<file path="src/rtl/fetch_pkg.sv">
// Shared constants and state encoding for the instruction fetch unit.
package fetch_pkg;

  localparam int unsigned     XLEN             = 32;
  localparam logic [XLEN-1:0] RESET_PC_DEFAULT = 32'h0000_0000;
  localparam logic [XLEN-1:0] ALIGN_MASK       = 32'hFFFF_FFFC;
  localparam logic [XLEN-1:0] NOP_INSTR        = 32'h0000_0013;

  typedef enum logic [1:0] {
    StIdle,
    StReq,
    StWait
  } fetch_state_e;

endpackage

</file>
<file path="src/rtl/instr_fifo.sv">
// Small instruction buffer: push/pop/flush, head driven straight from the storage flops.
module instr_fifo #(
  parameter int unsigned Width = 64,
  parameter int unsigned Depth = 2,
  localparam int unsigned PtrW = (Depth > 1) ? $clog2(Depth) : 1,
  localparam int unsigned CntW = $clog2(Depth + 1)
) (
  input  logic             clk,
  input  logic             rst,
  input  logic             flush_i,
  input  logic             push_i,
  input  logic [Width-1:0] data_i,
  input  logic             pop_i,
  output logic             valid_o,
  output logic [Width-1:0] data_o,
  output logic [CntW-1:0]  count_o
);

  logic [Width-1:0] mem_q [Depth];
  logic [PtrW-1:0]  rptr_q, wptr_q;
  logic [CntW-1:0]  count_q;
  logic             do_pop;

  assign valid_o = (count_q != '0);
  assign do_pop  = pop_i & valid_o;
  assign data_o  = valid_o ? mem_q[rptr_q] : '0;
  assign count_o = count_q;

  always_ff @(posedge clk or negedge rst) begin
    if (!rst) begin
      for (int i = 0; i < int'(Depth); i++) mem_q[i] <= '0;
      rptr_q  <= '0;
      wptr_q  <= '0;
      count_q <= '0;
    end else if (flush_i) begin
      rptr_q  <= '0;
      wptr_q  <= '0;
      count_q <= '0;
    end else begin
      if (push_i) begin
        mem_q[wptr_q] <= data_i;
        wptr_q        <= wptr_q + PtrW'(1);
      end
      if (do_pop) rptr_q <= rptr_q + PtrW'(1);
      count_q <= count_q + CntW'(push_i) - CntW'(do_pop);
    end
  end

  // The fetch credit rule guarantees a free slot for every accepted response.
  a_no_push_full: assert property (@(posedge clk) disable iff (!rst)
    (push_i && !flush_i) |-> (count_q < CntW'(Depth)));

endmodule

</file>
<file path="src/rtl/instr_fetch_unit.sv">
// Instruction fetch unit: owns the PC, fetches over req/gnt/rvalid, and hands buffered
// words with their PC to the datapath; redirects flush the buffer and drop stale fetches.
module instr_fetch_unit #(
  parameter int unsigned     XLEN       = fetch_pkg::XLEN,
  parameter logic [XLEN-1:0] RESET_PC   = fetch_pkg::RESET_PC_DEFAULT,
  parameter int unsigned     FIFO_DEPTH = 2
) (
  input  logic            clk,
  input  logic            rst,
  output logic            imem_req,
  output logic [XLEN-1:0] imem_addr,
  input  logic            imem_gnt,
  input  logic            imem_rvalid,
  input  logic [XLEN-1:0] imem_rdata,
  output logic [XLEN-1:0] instruction_word,
  output logic [XLEN-1:0] instr_pc,
  output logic            instr_valid,
  input  logic            instr_ready,
  input  logic            redirect_valid,
  input  logic [XLEN-1:0] redirect_pc
);
  import fetch_pkg::*;

  localparam int unsigned CntW = $clog2(FIFO_DEPTH + 1);

  fetch_state_e      state_q, state_d;
  logic [XLEN-1:0]   pc_q, pc_d;
  logic [XLEN-1:0]   req_pc_q, req_pc_d;
  logic              discard_q, discard_d;
  logic              push, granted;
  logic [CntW-1:0]   fifo_count;
  logic [2*XLEN-1:0] head;

  // At most one request is outstanding, and only in StWait, so in StReq the credit
  // check reduces to the buffer occupancy.
  assign imem_req  = (state_q == StReq) && (fifo_count < CntW'(FIFO_DEPTH));
  assign imem_addr = imem_req ? pc_q : '0;
  assign granted   = imem_req & imem_gnt;

  always_comb begin
    state_d   = state_q;
    pc_d      = pc_q;
    req_pc_d  = req_pc_q;
    discard_d = discard_q;
    push      = 1'b0;
    unique case (state_q)
      StIdle: state_d = StReq;
      StReq: begin
        if (granted) begin
          req_pc_d = pc_q;
          pc_d     = pc_q + XLEN'(4);
          state_d  = StWait;
        end
      end
      StWait: begin
        if (imem_rvalid) begin
          push      = !discard_q;
          discard_d = 1'b0;
          state_d   = StReq;
        end
      end
      default: state_d = StIdle;
    endcase

    // Redirect overrides everything; a fetch still in flight is marked for discard.
    if (redirect_valid) begin
      pc_d = redirect_pc & ~XLEN'(3);
      push = 1'b0;
      if (granted || (state_q == StWait && !imem_rvalid)) begin
        discard_d = 1'b1;
        state_d   = StWait;
      end else begin
        state_d = StReq;
      end
    end
  end

  always_ff @(posedge clk or negedge rst) begin
    if (!rst) begin
      state_q   <= StIdle;
      pc_q      <= RESET_PC;
      req_pc_q  <= '0;
      discard_q <= 1'b0;
    end else begin
      state_q   <= state_d;
      pc_q      <= pc_d;
      req_pc_q  <= req_pc_d;
      discard_q <= discard_d;
    end
  end

  instr_fifo #(
    .Width(2 * XLEN),
    .Depth(FIFO_DEPTH)
  ) u_fifo (
    .clk    (clk),
    .rst    (rst),
    .flush_i(redirect_valid),
    .push_i (push),
    .data_i ({imem_rdata, req_pc_q}),
    .pop_i  (instr_valid & instr_ready),
    .valid_o(instr_valid),
    .data_o (head),
    .count_o(fifo_count)
  );

  assign instruction_word = head[2*XLEN-1:XLEN];
  assign instr_pc         = head[XLEN-1:0];

endmodule

</file>
<file path="config.mk">
export PLATFORM = sky130hd
export DESIGN_NAME = instr_fetch_unit
export DESIGN_NICKNAME = d
export VERILOG_FILES = /design/src/rtl/fetch_pkg.sv /design/src/rtl/instr_fifo.sv /design/src/rtl/instr_fetch_unit.sv
export SDC_FILE = /design/constraint.sdc
export NUM_CORES = 1
export LEC_CHECK = 0
export ABC_AREA = 1
export CAP_MARGIN = 20
export CORE_UTILIZATION = 53
export DETAILED_ROUTE_END_ITERATION = 10
export PLACE_DENSITY = 0.81
export SKIP_LAST_GASP = 1
export SLEW_MARGIN = 20
export SYNTH_ARGS = -nofsm -noshare
export SYNTH_HDL_FRONTEND = slang
export SYNTH_SLANG_ARGS = --single-unit
</file>
<file path="constraint.sdc">
create_clock -name clk -period 1.8 [get_ports clk]
set_input_delay 0.54 -clock clk [delete_from_list [all_inputs] [get_ports clk]]
set_output_delay 0.54 -clock clk [all_outputs]
set_load 0.05 [all_outputs]
</file>
==> key figures, run 1 <==
Synth
  – Post-synthesis sequential area ratio: 51.74%
  – Syn_area_per_cell: 7.647 um2
  – Synth Instances: 1208
  – Synthesized area: 0.009238 mm2
  – Synth Register Bits: 191
  – Ys Warns: 0
  – Distinct cells, synth: 28

Place
  – DP Wirelength: 18550 um
  – GP Congestion: 0.9331
  – PortBufs: 161

Die
  – Core Rows: 47
  – # IOs: 168
  – Die Y: 134.0 um
  – Core area: 0.01682 mm2
  – Die area: 0.01796 mm2
  – Die Wd: 134.0 um
  – Starting Density: 54.92%

Drt
  – Iter 0 DRT Violations: 711
  – Post-route DRC violation count: 0
  – Met1 wire length: 10880 um
  – Via/cell ratio: 5.570
  – First drt pass iteration count: 5
  – Avg WL per Cell: 17.51 um
  – Wire length on met3: 1843 um
  – Highest metal used: met4
  – Final WL: 28380 um
  – DRT antenna net count: 0
  – Met2 Wirelength: 14680 um
  – Via count: 9029

Worst setup path
  – Critical Path RT: 1260 ps
  – Startpoint Class: flop
  – Setup slack, reg-to-reg: 50 ps
  – FF-to-FF End: u_fifo.count_o[1]
  – CP Class: flop to output port
  – CP Max Fanout: 15
  – R2R Path Start: u_fifo.count_o[1]
  – R2R depth: 8
  – Arrival time worst endpoint: 1660 ps
  – Setup crit end kind: output port

STA
  – Clock skew: 6.346 ps
  – Fin. max-slew vios: 0
  – RSZ-0062 raised after global routing: true
  – Final period utilization: 122.2%
  – Max Clk Rate: 0.4545 GHz
  – TNS Setup: -33400 ps
  – Final-report setup violation count: 94
  – Fin. Hold Viols: 0
  – Minimum clock period: 2200 ps
  – Fin worst setup slack: -400.1 ps

Clock network
  – Clk root buf: clkbuf_16
  – Clock Latency Late Sink: 440 ps
  – CTS Buf Count: 17
  – CTS tree: done
  – Num Clock Sinks: 191
  – Clock buffer depth: 2
  – H-tree depth: 4
  – Worst-path clk slew: 70 ps

Finish
  – Area grow syn2layout: 53.77%
  – Most common cell after layout, fill and taps aside: nand2_1
  – Final nets: 1461
  – Commonest non-fill, non-tap cells in the layout: nand2_1 (418), dfrtp_1 (189), o21ai_0 (131)
  – Fraction of layout cells with a size suffix above 1: 22.20%
  – Diodes inserted: 0
  – Fin util: 84.46%

Global routing
  – Vias in the first global route: 8993
  – Initial antenna violation count: 0
  – First-pass GRT wire length: 44170 um
  – GRT Util Overall: 31.55%
  – GRT overflow: 0
  – Largest net degree at the start of global routing: 62

Outcome
  – Failing checks: negative setup slack
  – Outcome: finished with violations

Hold path
  – Worst min-delay path category: input port to async pin

Power
  – Switching share of power: 44.25%
  – Combinational power share: 55.7%
  – Clk network pwr share: 16.3%
  – Switching power: 10.05 mW
  – Sequential power share: 28.0%
  – PD cells: 1599 mW/mm2
  – Static leakage power: 6.095 nW
  – Int Pwr: 12.66 mW
  – IR drop worst, VDD: 1439 uV

Run
  – Max-Cap Viols: 0
## worst max-delay path by stage
stage | startpoint | endpoint | slack [ps] | cells past startpoint
floorplan | state_q[1] | imem_addr[10] | -180 | 6
global placement | redirect_valid | u_fifo.mem_q[78] | -310 | 6
detailed placement | redirect_valid | u_fifo.mem_q[76] | -380 | 6
CTS | u_fifo.rptr_q | instr_pc[20] | -420 | 5
global route | u_fifo.rptr_q | instr_pc[12] | -430 | 5
finish | u_fifo.rptr_q | instr_pc[12] | -400 | 5
## flip-flops by register name (all words and copies together), names as in the netlist
| register | cells |
|---|---|
| discard_q | 1 |
| pc_q | 30 |
| u_fifo.wptr_q | 1 |
| req_pc_q | 30 |
| state_q | 2 |
| u_fifo.mem_q | 124 |
| u_fifo.rptr_q | 1 |
| u_fifo.count_o | 2 |
## worst max-delay path, stage by stage, from the launching register on
cell      delay (ps)
dfrtp_2          460
clkinv_4         120
buf_12           160
nand2_1          100
a21oi_4          210
buf_12           160
## cells by family after synthesis
logic type | synth area share, %
AND/OR/NAND/NOR | 23.93
AO/OA/AOI/OAI | 14.02
buffers and inverters | 9.386
flip-flops | 51.74
XOR/XNOR | 0.4741
adder cells (fa/ha/maj) | 0.4064
other | 0.04059
## power by group through the flow
stage                     clock network [mW]  registers (mW)  logic, mW
final                                   3.70            6.37       12.6
after CTS                               3.70            6.30       12.2
after detailed placement                   0            6.33       11.7
after floorplan                            0            6.08       7.23
after global routing                    3.85            6.48       13.3
after global placement                     0            6.25       11.3
## per-stage QoR
| stage | hold slack, ps | total power [mW] | worst slack [ps] | instance area, um2 | std cells |
|---|---|---|---|---|---|
| after floorplan | 244.4 | 13.32 | -179.9 | 10290 | 1211 |
| after detailed placement | 472.9 | 17.99 | -379.9 | 13380 | 1577 |
| after global placement | 465.3 | 17.56 | -305.9 | 13380 | 1577 |
| after CTS | 61.91 | 22.22 | -423.8 | 14050 | 1615 |
| final | 58.89 | 22.71 | -400.1 | 14200 | 1621 |
| after global routing | 78.84 | 23.62 | -426.6 | 14200 | 1621 |
## per-layer routing
metal  GRT usage (%)  vias to the layer above
met1           37.54                     4396
met3           5.593                       74
met4           14.11                        0
met2           55.81                      404
met5               0                        -
li1                -                     4155
## cell usage after synthesis (all sizes together)
cell type / n / area (um2)
a21oi: 63 / 315.3
and2: 2 / 12.51
buf: 26 / 219.0
clkbuf: 41 / 163.9
conb: 1 / 3.750
dfrtp: 191 / 4780
ha: 3 / 37.54
inv: 129 / 484.2
nand2: 428 / 1619
nand3: 49 / 245.2
nor2: 78 / 307.8
nor3: 1 / 5.000
nor4: 1 / 21.27
o211ai: 6 / 45.04
o21ai: 182 / 922.1
o22ai: 2 / 12.51
xnor2: 2 / 17.52
xor2: 3 / 26.28
## final cells by class
class / count / area, um2
timing repair inverter: 1 / 7.507
clock buffer: 19 / 452.9
fill: 891 / 2614
clock inverter: 13 / 126.4
tap: 220 / 275.3
inverter: 129 / 498.0
multi-input combinational: 824 / 4563
sequential: 191 / 4782
timing repair buffer: 224 / 3500
## timing repair
item                       in CTS  in global routing
pin swaps                       0                 11
setup buffers                   6                  1
gates resized for setup        10                 15
hold buffers                    0                  0
gates cloned                    1                  5
setup endpoints to repair      96                124
Power figures use the tool's default switching activity.
==> inputs of run 2 (changes only) <==
- CORE_ASPECT_RATIO: unset -> 1.1
- CORE_UTILIZATION: 53 -> 47
- PLACE_DENSITY: 0.81 -> 0.73
==> run 2 against run 1 <==
Against the previous run:
- the run still ends with negative setup slack left
- core utilization decreased by 5.8 points
- worst setup slack got worse by 79 ps
- non-clock buffer count increased by 19
- final cell count increased by 2.8%
- die area increased by 13%
- sequential power increased by 3%
- global-route usage decreased by 4.5 points
- first-iteration DRC count decreased by 17%
- register-to-register slack got worse by 40 ps
- sequential cell count unchanged
- largest power group unchanged
==> key figures, run 2 (synthesis gave the netlist of run 1 again) <==
Outcome
  – Outcome: finished with violations
  – Failing checks: negative setup slack

Finish
  – Final nets: 1479
  – Reg with most FFs: u_fifo.mem_q
  – Area grow syn2layout: 63.12%
  – Cell area after layout: 0.01507 mm2
  – Largest regs: u_fifo.mem_q (124), pc_q (30), req_pc_q (30)
  – Commonest non-fill, non-tap cells in the layout: nand2_1 (351), dfrtp_1 (189), o21ai_0 (130)
  – Fraction of layout cells with a size suffix above 1: 27.77%
  – Diodes inserted: 0
  – Most common cell after layout, fill and taps aside: nand2_1
  – Max FFs per register: 124

Clock network
  – Clock buffer depth: 2
  – Post-CTS Hold Buffers: 0
  – CTS Buf Count: 17
  – H-tree depth: 4
  – Clock Latency Late Sink: 440 ps
  – Num Clock Sinks: 191
  – Clk root buf: clkbuf_16
  – Worst-path clk slew: 60 ps
  – CTS tree: done

Power
  – Switching share of power: 43.44%
  – Clk network pwr share: 16.4%
  – Combinational power share: 57.0%
  – Sequential power share: 26.6%
  – Switching power: 10.71 mW
  – PD cells: 1636 mW/mm2
  – Int Pwr: 13.94 mW
  – Static leakage power: 6.419 nW
  – IR drop worst, VDD: 1247 uV

STA
  – Fin worst setup slack: -479.3 ps
  – Clock skew: 6.604 ps
  – Fin Hold WS: 62.04 ps
  – Final period utilization: 126.6%
  – Max Clk Rate: 0.4387 GHz
  – Final-report setup violation count: 94
  – Fin. max-slew vios: 0
  – Fin. Hold Viols: 0
  – Minimum clock period: 2279 ps
  – RSZ-0062 raised after global routing: true

Worst setup path
  – Worst stage delay on the critical path: 480 ps
  – Worst path cell trace: clkinv_4, buf_12, buf_12, nand2_4, a21oi_4, buf_12
  – Setup crit end kind: output port
  – Critical Path RT: 1260 ps
  – Startpoint Class: flop
  – CP max stage cell: dfrtp_2
  – CP Max Fanout: 7
  – Most used cell, CP: buf_12
  – CP Class: flop to output port
  – Arrival time worst endpoint: 1740 ps

Die
  – # IOs: 168
  – Core area: 0.01916 mm2
  – Die Y: 149.0 um
  – Die Wd: 135.7 um
  – Core Rows: 53
  – Die area: 0.02022 mm2
  – Starting Density: 48.20%

Global routing
  – GRT overflow: 0
  – Largest net degree at the start of global routing: 54
  – GRT Util Overall: 27.08%
  – Initial antenna violation count: 0
  – Vias in the first global route: 8548
  – First-pass GRT wire length: 42640 um

Run
  – Max-Cap Viols: 0

Drt
  – Avg WL per Cell: 17.21 um
  – Via/cell ratio: 5.345
  – Iter 0 DRT Violations: 590
  – Final WL: 28680 um
  – Via count: 8905
  – Post-route DRC violation count: 0
  – DRT antenna net count: 0
  – First drt pass iteration count: 5

Place
  – DP Wirelength: 17170 um
  – GP Congestion: 0.9383
  – PortBufs: 161
  – Post-DP Area: 0.01336 mm2

Hold path
  – Worst min-delay path category: input port to async pin
[run 2: changes by cell type in the layout (fill, tap and decap cells not counted), moves of 3 or more]
cell | before | now
nand2_1 | 418 | 351
nand2_4 | 2 | 43
nand2_2 | 8 | 34
clkbuf_16 | 21 | 28
buf_16 | 2 | 8
buf_6 | 4 | 7
bufinv_16 | 1 | 4
clkinvlp_4 | 6 | 3
[run 2: worst paths after layout]
kind	endpoint	start	slack, ps	cells after the start
setup reg to reg	u_fifo.mem_q[116]	state_q[1]	10	8
hold / removal	u_fifo.mem_q[99]	rst	60	1
hold reg to reg	u_fifo.mem_q[34]	u_fifo.mem_q[34]	480	2
max in group asynchronous	req_pc_q[16]	rst	1150	2
min in group clk	u_fifo.mem_q[34]	u_fifo.mem_q[34]	480	2
setup / recovery	instr_pc[17]	u_fifo.rptr_q	-480	6
[run 2: per-layer routing]
| layer | vias to the layer above | share of wire [%] | track usage [%] |
|---|---|---|---|
| met5 | - | 0 | 0 |
| met4 | 0 | 3.3 | 9.831 |
| met1 | 4276 | 39 | 34.35 |
| met3 | 74 | 5.4 | 3.806 |
| met2 | 343 | 52 | 46.89 |
| li1 | 4212 | - | - |
[run 2: critical path, delay by kind of cell, from the launching register on]
kind | cells | cell delay [ps]
DFF | 1 | 480
and+or+nand+nor | 1 | 70
AOI/OAI and AO/OA | 1 | 190
buffers and inverters | 4 | 550
[run 2: per-stage QoR]
step / utilization [%] / setup TNS [ps] / setup slack, ps / total power [mW] / cells
final: 78.63 / -38210 / -479.3 / 24.65 / 1666
after global routing: 78.63 / -46010 / -516.5 / 25.69 / 1666
after CTS: 75.09 / -35340 / -407.0 / 23.19 / 1651
after detailed placement: 69.69 / -43120 / -341.4 / 17.84 / 1602
after global placement: 69.69 / -38550 / -299.6 / 17.61 / 1602
after floorplan: - / -5595 / -179.9 / 13.32 / 1211
[run 2: area by class of cell]
cell class	count	area (um2)
clock inverter	13	183.9
timing repair buffer	243	3909
tap	247	309.0
inverter	129	496.7
clock buffer	19	442.9
multi-input combinational	824	4945
fill	1188	4096
sequential	191	4782
[run 2: power by group through the flow]
| stage | combinational [mW] | clock, mW | sequential (mW) |
|---|---|---|---|
| detailed placement | 11.5 | 0 | 6.31 |
| CTS | 12.8 | 4.07 | 6.28 |
| global placement | 11.4 | 0 | 6.25 |
| global route | 14.8 | 4.23 | 6.67 |
| floorplan | 7.23 | 0 | 6.08 |
| finish | 14.1 | 4.04 | 6.55 |
[run 2: what timing repair did]
item                                    4_1_cts  5_1_grt
pin swaps                                    34       59
resized for setup                            48      100
endpoints found under the setup margin       94      117
gates cloned                                  8       13
setup buffers                                 9        3
endpoints found under the hold margin         0        0
==> inputs of run 3 (changes only) <==
- CORE_ASPECT_RATIO: 1.1 -> unset
- GPL_TIMING_DRIVEN: unset -> 0
==> run 3 against run 2 <==
Against the previous run:
- the run ends with negative hold slack, negative setup slack left
- die area about the same
- cell area shrank 9.7%
- sequential cell count unchanged
- clock-buffer cell count is 2 higher
- core utilization is 6.9 points lower
- via count down 2.6%
- global-route usage fell by 0.64 points
==> key figures, run 3 (synthesis gave the netlist of run 1 again) <==
Die
  – Starting Density: 48.73%
  – Die Y: 142.2 um
  – Die area: 0.02022 mm2
  – Core Rows: 50
  – # IOs: 168
  – Die Wd: 142.2 um
  – Core area: 0.01896 mm2

Global routing
  – Initial antenna violation count: 0
  – Largest net degree at the start of global routing: 78
  – First-pass GRT wire length: 41690 um
  – GRT Util Overall: 26.45%
  – GRT overflow: 0
  – Vias in the first global route: 8370

Clock network
  – H-tree depth: 4
  – Clk root buf: clkbuf_16
  – Clock buffer depth: 2
  – CTS Buf Count: 17
  – Num Clock Sinks: 191
  – CTS tree: done
  – Worst-path clk slew: 70 ps
  – Post-CTS Hold Buffers: 0
  – Clock Latency Late Sink: 440 ps

Finish
  – Fillcell total: 1461
  – Largest regs: u_fifo.mem_q (124), pc_q (30), req_pc_q (30)
  – Most common cell after layout, fill and taps aside: nand2_1
  – Diodes inserted: 0
  – Reg with most FFs: u_fifo.mem_q
  – Max FFs per register: 124
  – Commonest non-fill, non-tap cells in the layout: nand2_1 (409), dfrtp_1 (189), o21ai_0 (131)
  – Fin util: 71.76%
  – Area grow syn2layout: 47.26%
  – Fraction of layout cells with a size suffix above 1: 23.29%
  – Final nets: 1490

STA
  – Minimum clock period: 2230 ps
  – Fin Hold WS: -5.131 ps
  – Fin. Hold Viols: 3
  – Slew headroom: 63.38%
  – RSZ-0062 raised after global routing: true
  – Slew @ Worst Pin: 549.3 ps
  – Fin. max-slew vios: 0
  – Fin worst setup slack: -429.9 ps
  – Clock skew: 10.68 ps
  – Max Clk Rate: 0.4485 GHz
  – Final period utilization: 123.9%
  – Final-report setup violation count: 94
  – TNS Setup: -34410 ps

Drt
  – Via/cell ratio: 5.134
  – Post-route DRC violation count: 0
  – Avg WL per Cell: 15.65 um
  – DRT antenna net count: 0
  – First drt pass iteration count: 5
  – Iter 0 DRT Violations: 470
  – Final WL: 26440 um
  – Via count: 8676

Hold path
  – Worst min-delay path category: input port to async pin

Power
  – PD cells: 1580 mW/mm2
  – Static leakage power: 6.013 nW
  – IR drop worst, VDD: 1011 uV

Worst setup path
  – R2R depth: 7
  – Startpoint Class: flop
  – FF-to-FF End: pc_q[31]
  – Worst setup endpoint: instruction_word[10]
  – CP Max Fanout: 10
  – CP Class: flop to output port
  – R2R Path Start: pc_q[2]
  – Critical Path RT: 1260 ps
  – Arrival time worst endpoint: 1690 ps
  – Setup crit end kind: output port
  – Setup slack, reg-to-reg: 90 ps
  – Crit path launch: u_fifo.rptr_q

Run
  – Max-Cap Viols: 0

Place
  – DP Wirelength: 18280 um
  – Place WS: -1109 ps
  – GP Congestion: 0.9238
  – PortBufs: 160

Outcome
  – Failing checks: negative hold slack, negative setup slack
  – Outcome: finished with violations
run 3: cell types whose count changed in the layout (fill, tap and decap cells not counted), sizes merged:
| cell | before | now |
|---|---|---|
| clkbuf | 31 | 60 |
| bufinv | 4 | 1 |
| buf | 165 | 150 |
| clkinv | 4 | 5 |
| clkdlybuf4s50 | 66 | 65 |
run 3: worst max-delay path, cell delays in order (launching register included):
cell,delay [ps]
dfrtp_2,480
inv_8,140
clkbuf_8,180
nand2_1,90
a21oi_4,150
buf_4,210
run 3: routing by layer:
metal	part of all wire, %	GRT usage [%]	up-vias
li1	-	-	4230
met1	43	34.17	4142
met2	50	46.08	270
met3	5.4	3.432	34
met4	1.7	8.319	0
met5	0	0	-
run 3: what timing repair did:
item	4_1_cts	5_1_grt
gates cloned	2	8
setup endpoints to repair	172	231
resized for setup	668	98
pin swaps	6	10
setup buffers	6	10
run 3: layout make-up:
class	count	area [um2]	share of cell area (%)
timing repair buffer	187	2077	15.27
tap	260	325.3	2.391
buffer	67	753.2	5.537
sequential	191	4782	35.15
inverter	129	499.2	3.670
clock buffer	21	470.5	3.458
multi-input combinational	824	4589	33.74
clock inverter	11	106.4	0.7818
run 3: worst min-delay path by stage:
stage / depth (start not counted) / end / start
6_report: 1 / u_fifo.mem_q[56] / rst
5_1_grt: 1 / u_fifo.mem_q[56] / rst
3_5_place_dp: 1 / u_fifo.mem_q[56] / rst
4_1_cts: 1 / u_fifo.mem_q[56] / rst
2_1_floorplan: 0 / discard_q / rst
3_3_place_gp: 2 / u_fifo.mem_q[127] / u_fifo.mem_q[127]
run 3: metrics by stage:
stage	cell area (um2)	total power, mW	std cells
floorplan	10290	13.32	1211
global placement	12220	15.62	1631
detailed placement	12280	15.80	1633
CTS	13180	20.64	1673
global route	13600	22.57	1690
finish	13600	21.50	1690
run 3: power by group:
group	switching (mW)	internal, mW
clock network	1.68	2.03
registers	0.812	5.46
logic	7.07	4.45
